`config.mk`:
```
export PLATFORM = sky130hd
export DESIGN_NAME = cla_sub_16bit_pipe
export DESIGN_NICKNAME = d
export VERILOG_FILES = /design/src/rtl/cla_sub_16bit_pipe.sv
export SDC_FILE = /design/constraint.sdc
export NUM_CORES = 1
export LEC_CHECK = 0
export CAP_MARGIN = 20
export CORE_ASPECT_RATIO = 1.2
export CORE_MARGIN = 10
export CORE_UTILIZATION = 40
export DETAILED_ROUTE_END_ITERATION = 16
export GPL_TIMING_DRIVEN = 0
export PLACE_DENSITY = 0.63
export SLEW_MARGIN = 20
export SYNTH_ARGS = -nofsm -noshare
export SYNTH_HDL_FRONTEND = slang
export SYNTH_SLANG_ARGS = --single-unit
```
`constraint.sdc`:
```
create_clock -name i_clk -period 1.8 [get_ports i_clk]
set_clock_uncertainty 0.2 [all_clocks]
set_input_delay 0.54 -clock i_clk [delete_from_list [all_inputs] [get_ports i_clk]]
set_output_delay 0.54 -clock i_clk [all_outputs]
set_load 0.02 [all_outputs]
```
`src/rtl/cla_sub_16bit_pipe.sv`:
```
// Pipelined 16-bit subtractor: four 4-bit carry-lookahead slices, one per stage,
// with a valid/ready handshake that stalls the whole pipeline on back-pressure.
module cla_sub_16bit_pipe (
   input  logic        i_clk,
   input  logic        i_rst_n,
   input  logic [15:0] in_1,
   input  logic [15:0] in_2,
   input  logic        b_in,
   input  logic        i_valid,
   output logic        o_ready,
   output logic [15:0] diff,
   output logic        b_out,
   output logic        ovf,
   output logic        zero,
   output logic        o_valid,
   input  logic        i_ready
);

   // One 4-bit lookahead slice: returns {carry_out, sum[3:0]}.
   function automatic logic [4:0] cla4(input logic [3:0] a, input logic [3:0] b,
                                       input logic cin);
      logic [3:0] g;
      logic [3:0] p;
      logic [4:0] c;
      g    = a & b;
      p    = a ^ b;
      c[0] = cin;
      c[1] = g[0] | (p[0] & c[0]);
      c[2] = g[1] | (p[1] & g[0]) | (p[1] & p[0] & c[0]);
      c[3] = g[2] | (p[2] & g[1]) | (p[2] & p[1] & g[0]) | (p[2] & p[1] & p[0] & c[0]);
      c[4] = g[3] | (p[3] & g[2]) | (p[3] & p[2] & g[1]) | (p[3] & p[2] & p[1] & g[0])
           | (p[3] & p[2] & p[1] & p[0] & c[0]);
      return {c[4], p ^ c[3:0]};
   endfunction

   logic [15:0] r_a [0:4];
   logic [15:0] r_b [0:4];
   logic        r_c [0:4];
   logic [15:0] r_d [1:4];
   logic        r_v [0:4];

   logic [15:0] r_diff;
   logic        r_bOut;
   logic        r_ovf;
   logic        r_zero;
   logic        r_oValid;

   logic [3:0]  w_sum [0:3];
   logic        w_co  [0:3];
   logic [15:0] w_dn  [0:3];
   logic        w_en;

   assign w_en    = i_ready | ~r_oValid;
   assign o_ready = w_en;

   // Slice s works on nibble s of the operands held in stage s; subtraction is a + ~b + ~b_in.
   always_comb begin
      for (int s = 0; s < 4; s++) begin
         {w_co[s], w_sum[s]} = cla4(r_a[s][4*s +: 4], ~r_b[s][4*s +: 4], r_c[s]);
      end
      w_dn[0] = {12'h000, w_sum[0]};
      for (int s = 1; s < 4; s++) begin
         w_dn[s]            = r_d[s];
         w_dn[s][4*s +: 4]  = w_sum[s];
      end
   end

   always_ff @(posedge i_clk or negedge i_rst_n) begin
      if (!i_rst_n) begin
         for (int s = 0; s < 5; s++) begin
            r_a[s] <= '0;
            r_b[s] <= '0;
            r_c[s] <= 1'b0;
            r_v[s] <= 1'b0;
         end
         for (int s = 1; s < 5; s++) begin
            r_d[s] <= '0;
         end
      end else if (w_en) begin
         r_a[0] <= in_1;
         r_b[0] <= in_2;
         r_c[0] <= ~b_in;
         r_v[0] <= i_valid;
         for (int s = 0; s < 4; s++) begin
            r_a[s+1] <= r_a[s];
            r_b[s+1] <= r_b[s];
            r_c[s+1] <= w_co[s];
            r_d[s+1] <= w_dn[s];
            r_v[s+1] <= r_v[s];
         end
      end
   end

   // Result registers update only for a valid final stage, so bubbles leave them untouched.
   always_ff @(posedge i_clk or negedge i_rst_n) begin
      if (!i_rst_n) begin
         r_oValid <= 1'b0;
         r_diff   <= '0;
         r_bOut   <= 1'b0;
         r_ovf    <= 1'b0;
         r_zero   <= 1'b0;
      end else if (w_en) begin
         r_oValid <= r_v[4];
         if (r_v[4]) begin
            r_diff <= r_d[4];
            r_bOut <= ~r_c[4];
            r_ovf  <= (r_a[4][15] != r_b[4][15]) && (r_d[4][15] != r_a[4][15]);
            r_zero <= (r_d[4] == 16'h0000);
         end
      end
   end

   assign diff    = r_diff;
   assign b_out   = r_bOut;
   assign ovf     = r_ovf;
   assign zero    = r_zero;
   assign o_valid = r_oValid;

endmodule

```
==> results of run 1 <==
==> metal layers <==
layer | GRT usage, % | part of all wire (%) | up-vias
li1 | - | - | 2234
met1 | 15.31 | 44 | 2118
met2 | 21.89 | 50 | 86
met3 | 3.221 | 4.3 | 24
met4 | 6.746 | 2.2 | 0
met5 | 0 | 0 | -
==> path summary, 6_finish.rpt <==
| kind | depth (start not counted) | startpoint | endpoint | slack [ns] |
|---|---|---|---|---|
| worst max-delay path | 5 | i_ready | o_ready | -0.21 |
| worst min-delay path | 2 | r_a[69] | r_a[69] | 0.27 |
| worst max register to register | 7 | o_valid | diff[13] | 0.08 |
| worst min register to register | 2 | r_a[69] | r_a[69] | 0.27 |
| max in group asynchronous | 3 | i_rst_n | r_a[44] | 0.18 |
| min in group asynchronous | 2 | i_rst_n | r_a[77] | 0.45 |
==> critical path, delay by kind of cell <==
kind | cells | cell delay (ns)
and+or+nand+nor | 1 | 0.19
buffers and inverters | 4 | 0.54
==> flip-flops by register name, indices dropped and copies added (netlist names) <==
| register | flops |
|---|---|
| o_valid | 1 |
| r_d | 40 |
| ovf | 1 |
| zero | 1 |
| diff | 16 |
| r_v | 5 |
| r_c | 5 |
| r_b | 41 |
| b_out | 1 |
| r_a | 41 |
==> logic make-up (layout without fill, tap and decap cells) <==
family	Yosys count	count (layout)
multiplexers	16	16
adder cells (fa/ha/maj)	20	20
XOR/XNOR	8	8
AO/OA/AOI/OAI	72	72
AND/OR/NAND/NOR	326	326
buffers and inverters	54	152
flip-flops	152	152
==> final cells by class <==
cell class,count,area [um^2],area share (%)
tap,208,260.3,3.296
multi-input combinational,442,2351,29.77
clock inverter,12,142.6,1.806
sequential,152,3804,48.17
buffer,30,207.7,2.630
timing repair buffer,67,580.6,7.352
inverter,23,93.84,1.188
clock buffer,20,456.7,5.784
==> through the flow <==
stage                     utilization (%)  area [um^2]  power (mW)  setup WS [ns]
after floorplan                         -         6304       9.267        0.03864
after global placement              45.98         7134       10.80         -5.826
after detailed placement            46.19         7167       10.99         -1.165
after CTS                           50.05         7765       14.57        -0.2479
after global routing                50.90         7896       15.82        -0.2480
final                               50.90         7896       14.76        -0.2128
==> repair_timing <==
item / in CTS / in global routing
hold buffers: 1 / 0
endpoints found under the hold margin: 68 / 0
gates cloned: 0 / 0
pin swaps: 2 / 11
endpoints found under the setup margin: 49 / 103
setup buffers: 4 / 4
gates resized for setup: 100 / 41
==> power by group <==
group	internal [mW]	switching, mW	leakage (nW)
logic	2.40	2.97	1.88
registers	4.95	0.900	1.83
clock network	2.13	1.41	0.280
==> layout by cell type, fill, tap and decap left out, drive strengths merged, types with 2 or more instances in the layout <==
cell type and n:
a211oi 11, a21o 4, a21oi 13, buf 47
bufinv 2, clkbuf 33, clkdlybuf4s50 34, clkinv 3
clkinvlp 4, dfrtp 152, dlygate4sd2 2, fa 4
ha 16, inv 26, mux2 16, nand2 309
nor2 8, nor2b 2, nor4 4, o21ai 40
o21bai 4, xnor2 5, xor2 3
==> out/summary.txt, run 1 <==
VDD IR-drop max: 0.6516 mV
register area share after synthesis: 60.34%
Synth Area in Simple Gates: 19.91%
Clock transition at path regs: 0.06 ns
power per cell area: 1869 nW/um^2
Pre-antenna DRT Iters: 4
I/O Buffers: 57
H-tree Lvls: 4
CTS tree: yes
syn_nets: 705
final hold violation count: 0
Rows: 50
Starting Density: 40.63%
Avg Cell Area, Syn: 9.728 um^2
Setup crit start kind: input port
setup ws final: -0.2128 ns
placed cell count: 914
Antenna Nets Post-Route: 0
Rel. slew slack: 65.27%
Post-synth EDFFs: 0
minimum clock period: 2.013 ns
Top FF cell, synth: dfrtp_1
Max FO, Critical Path: 2
top cells by count, synth: nand2_1, dfrtp_1, o21ai_0, inv_1, buf_2
grt total ovfl: 0
Syn Std Cell Area: 6304 um^2
CTS Buf Count: 17
XOR/XNOR share of the synthesized area: 1.112%
root buffer cell: clkbuf_16
Chip Height: 157.5 um
Crit. End Element: primary output
core area: 15510 um^2
Slowest-stage cell, CP: dlygate4sd2_1
main combinational cell family by area after synthesis: simple AND/OR/NAND/NOR gates
Detailed Place HPWL: 9362 um
Critical Path RT: 1.06 ns
RSZ-0062 raised after global routing: yes
critical path's largest stage delay: 0.26 ns
f_max: 0.4968 GHz
Sink Count: 152
final worst path period share: 111.8%
CP arrival: 1.27 ns
Synth-to-Final Area Change: 25.27%
share of async-settable or async-resettable flops after synthesis: 100.0%
fin cells: 954
drt drc: 0
first-pass GRT wire length: 22030 um
Antenna diodes: 0
Setup-failing EPs final: 2
initial antenna violation count: 0
# fillers: 1474
routed len/inst: 14.11 um
Yosys top cell by area: dfrtp_1
via count: 4462
Post-Route WL: 13460 um
setup TNS: -0.2597 ns
Netlist cell types: 25
die span in x: 134.6 um
mux cell area share after synthesis: 3.692%
Synth top area share: 60.34%
outcome: finished, violations left
most numerous cell in the Yosys netlist: nand2_1
compound-cell area share of the yosys netlist: 6.471%
top cells by area, synth: dfrtp_1, nand2_1, mux2_4
Longest Clk Path Bufs: 2
I/O pin total: 58
failing checks: setup timing
leak pwr: 3.991 nW
layout cells sized above 1: 16.35%
adder-cell share of the synthesized area: 4.446%
Cell Chain, Critical Path: dlygate4sd2_1 -> nor2b_4 -> inv_8 -> buf_8 -> buf_6
slew of the pin with the lowest slew margin: 0.5209 ns
Synth warnings: 0
routability cong.: 0.7894
register bit count reported by yosys: 152
crit path kind: input port to primary output
global-route usage over all layers: 13.11%
Pins Over Slew Limit: 0
Worst Hold Class: flop to flop
vias in the first global route: 4492
nets@finish: 790
DR iter-0 viols: 270
total of max-cap violations: 0
WHS: 0.2677 ns
Clock Latency Late Sink: 0.42 ns
DIE AREA: 21200 um^2
post-synthesis instance total: 648
largest net degree at the start of global routing: 85
Vias/cell: 4.677
Power figures use the tool's default switching activity.
==> run 2, diff against run 1 <==
==> constraint.sdc (replaced) <==
create_clock -name i_clk -period 1.6 [get_ports i_clk]
set_clock_uncertainty 0.2 [all_clocks]
set_input_delay 0.48 -clock i_clk [delete_from_list [all_inputs] [get_ports i_clk]]
set_output_delay 0.48 -clock i_clk [all_outputs]
set_load 0.02 [all_outputs]
==> run 2 against run 1 <==
  * The run ends with hold timing, setup timing left
  * Cell count is 4.6% higher
  * Utilization is 7.4 points higher
  * Design area is 14% higher
  * Highest routed layer unchanged
  * Die area stayed put
  * Critical path depth is 1 lower
  * First-iteration DRC count stayed put
  * Clock power is 6% higher
  * Register-to-register slack worse by 0.23 ns
  * Non-clock buffer count is 46 higher
==> out/summary.txt, run 2 (synthesis results as in run 1) <==
outcome: finished, violations left
failing checks: hold timing, setup timing
Clock Latency Late Sink: 0.42 ns (about the same)
CTS tree: yes
I/O pin total: 58 (unchanged)
minimum clock period: 1.940 ns
Worst Hold Class: input port to asynchronous set/reset pin
drt drc: 0 (unchanged)
critical path's largest stage delay: 0.35 ns (+0.09 ns)
CP arrival: 1.26 ns (about the same)
slew of the pin with the lowest slew margin: 0.6356 ns (+0.1147 ns)
vias in the first global route: 4740 (+5.5%)
root buffer cell: clkbuf_16
power per cell area: 2134 nW/um^2 (+14%)
crit-path leading delay family: flip-flops
Detailed Place HPWL: 9504 um (+1.5%)
routability cong.: 0.8134 (+3.0%)
Rel. slew slack: 57.63% (-7.6 points)
gr busiest metal: met2
Setup-failing EPs final: 138 (+136)
fin cells: 998 (+4.6%)
buffer and inverter count on the worst path: 3 (-1)
Clock transition at path regs: 0.06 ns (about the same)
fin util: 58.26% (+7.4 points)
layout cells sized above 1: 29.37% (+13 points)
final worst path period share: 121.3%
Crit. End Element: primary output
first-pass GRT wire length: 23470 um (+6.5%)
Antenna Nets Post-Route: 0 (unchanged)
most frequent cells in the layout: nand2_1, dfrtp_1, buf_4
final hold violation count: 84 (+84)
Starting Density: 40.63% (unchanged)
Post-Route WL: 15870 um (+18%)
WHS: -0.1366 ns (-0.4044 ns)
overall power: 19.29 mW (+31%)
I/O Buffers: 57 (unchanged)
initial antenna violation count: 0 (unchanged)
Critical Path RT: 0.92 ns (-0.14 ns)
Pre-antenna DRT Iters: 5 (+1)
total of max-cap violations: 0 (unchanged)
global-route usage over all layers: 13.85% (+0.75 points)
Antenna diodes: 0 (unchanged)
Slowest-stage cell, CP: dfrtp_2
DIE AREA: 21200 um^2 (unchanged)
VDD IR-drop max: 0.9546 mV (+47%)
commonest non-fill, non-tap cell in the layout: nand2_1
placed cell count: 914 (unchanged)
die span in x: 134.6 um (unchanged)
DR iter-0 viols: 270 (unchanged)
grt total ovfl: 0 (unchanged)
leak pwr: 4.479 nW (+12%)
CTS Buf Count: 17 (unchanged)
largest registers: r_a: 41 flops, r_b: 41 flops, r_d: 40 flops
Vias/cell: 4.805 (+2.7%)
setup ws final: -0.3403 ns (-0.1275 ns)
routed len/inst: 15.91 um (+13%)
setup TNS: -5.953 ns (-5.693 ns)
nets@finish: 836 (+5.8%)
RSZ-0062 raised after global routing: yes
Synth-to-Final Area Change: 43.39%
M2 GR Usage: 23.98% (+2.1 points)
core area: 15510 um^2 (unchanged)
Setup crit start kind: flop
f_max: 0.5154 GHz
GR Util met1: 16.06% (+0.75 points)
Sink Count: 152 (unchanged)
Longest Clk Path Bufs: 2 (unchanged)
crit path kind: flop to primary output
via count: 4795 (+7.5%)
Chip Height: 157.5 um (unchanged)
met3 Usage GRT: 3.125% (-0.096 points)
Max FO, Critical Path: 2 (unchanged)
Rows: 50 (unchanged)
largest net degree at the start of global routing: 86 (+1.2%)
Pins Over Slew Limit: 0 (unchanged)
H-tree Lvls: 4 (unchanged)
Cell Chain, Critical Path: nor2b_4 -> inv_8 -> buf_8 -> buf_6
-- run 2: area by class of cell --
cell class,count,area (um^2)
Clock inverter,11,100.1
Buffer,30,376.6
Multi-Input combinational cell,442,2646
Fill cell,1305,6476
Clock buffer,19,452.9
Inverter,23,93.84
Timing Repair Buffer,113,1304
Sequential cell,152,3805
Tap cell,208,260.3
-- run 2: what timing repair did --
action / 4_1_cts / 5_1_grt
pin swaps: 12 / 24
endpoints found under the setup margin: 160 / 159
hold endpoints to repair: 84 / 84
gates cloned: 0 / 14
setup buffers: 27 / 14
gates resized for setup: 178 / 138
-- run 2: worst paths after layout --
path	slack [ns]	from	end	depth (start not counted)
max in group asynchronous	0.58	i_rst_n	r_d[11]	2
min	-0.14	i_rst_n	r_a[67]	1
max reg2reg	-0.15	o_valid	diff[6]	7
min reg2reg	0.26	r_a[58]	r_a[58]	2
max	-0.34	o_valid	o_ready	4
min in group i_clk	0.26	r_a[58]	r_a[58]	2
-- run 2: worst reg2reg max path: stages (launching register included) --
cell,delay (ns)
dfrtp_2,0.35
nor2b_4,0.21
inv_8,0.04
buf_4,0.15
buf_12,0.14
nand2_8,0.10
clkbuf_16,0.16
mux2_4,0.29
-- run 2: where the power goes --
| group | total, mW | internal [mW] | switching [mW] |
|---|---|---|---|
| clock network | 3.74 | 2.20 | 1.54 |
| logic | 8.74 | 4.60 | 4.14 |
| registers | 6.81 | 5.57 | 1.24 |
| total | 19.3 | 12.4 | 6.92 |
-- run 2: layer usage --
metal | share of wire, % | vias to the layer above
met1 | 41 | 2321
met4 | 2.8 | 0
met3 | 4.0 | 32
met5 | 0 | -
li1 | - | 2326
met2 | 52 | 116
-- run 2: stage by stage --
stage / setup slack [ns] / instance area [um^2]
floorplan: 0.001042 / 6339
global placement: -6.479 / 7169
detailed placement: -1.136 / 7202
CTS: -0.4014 / 8172
global route: -0.3927 / 9039
finish: -0.3403 / 9039
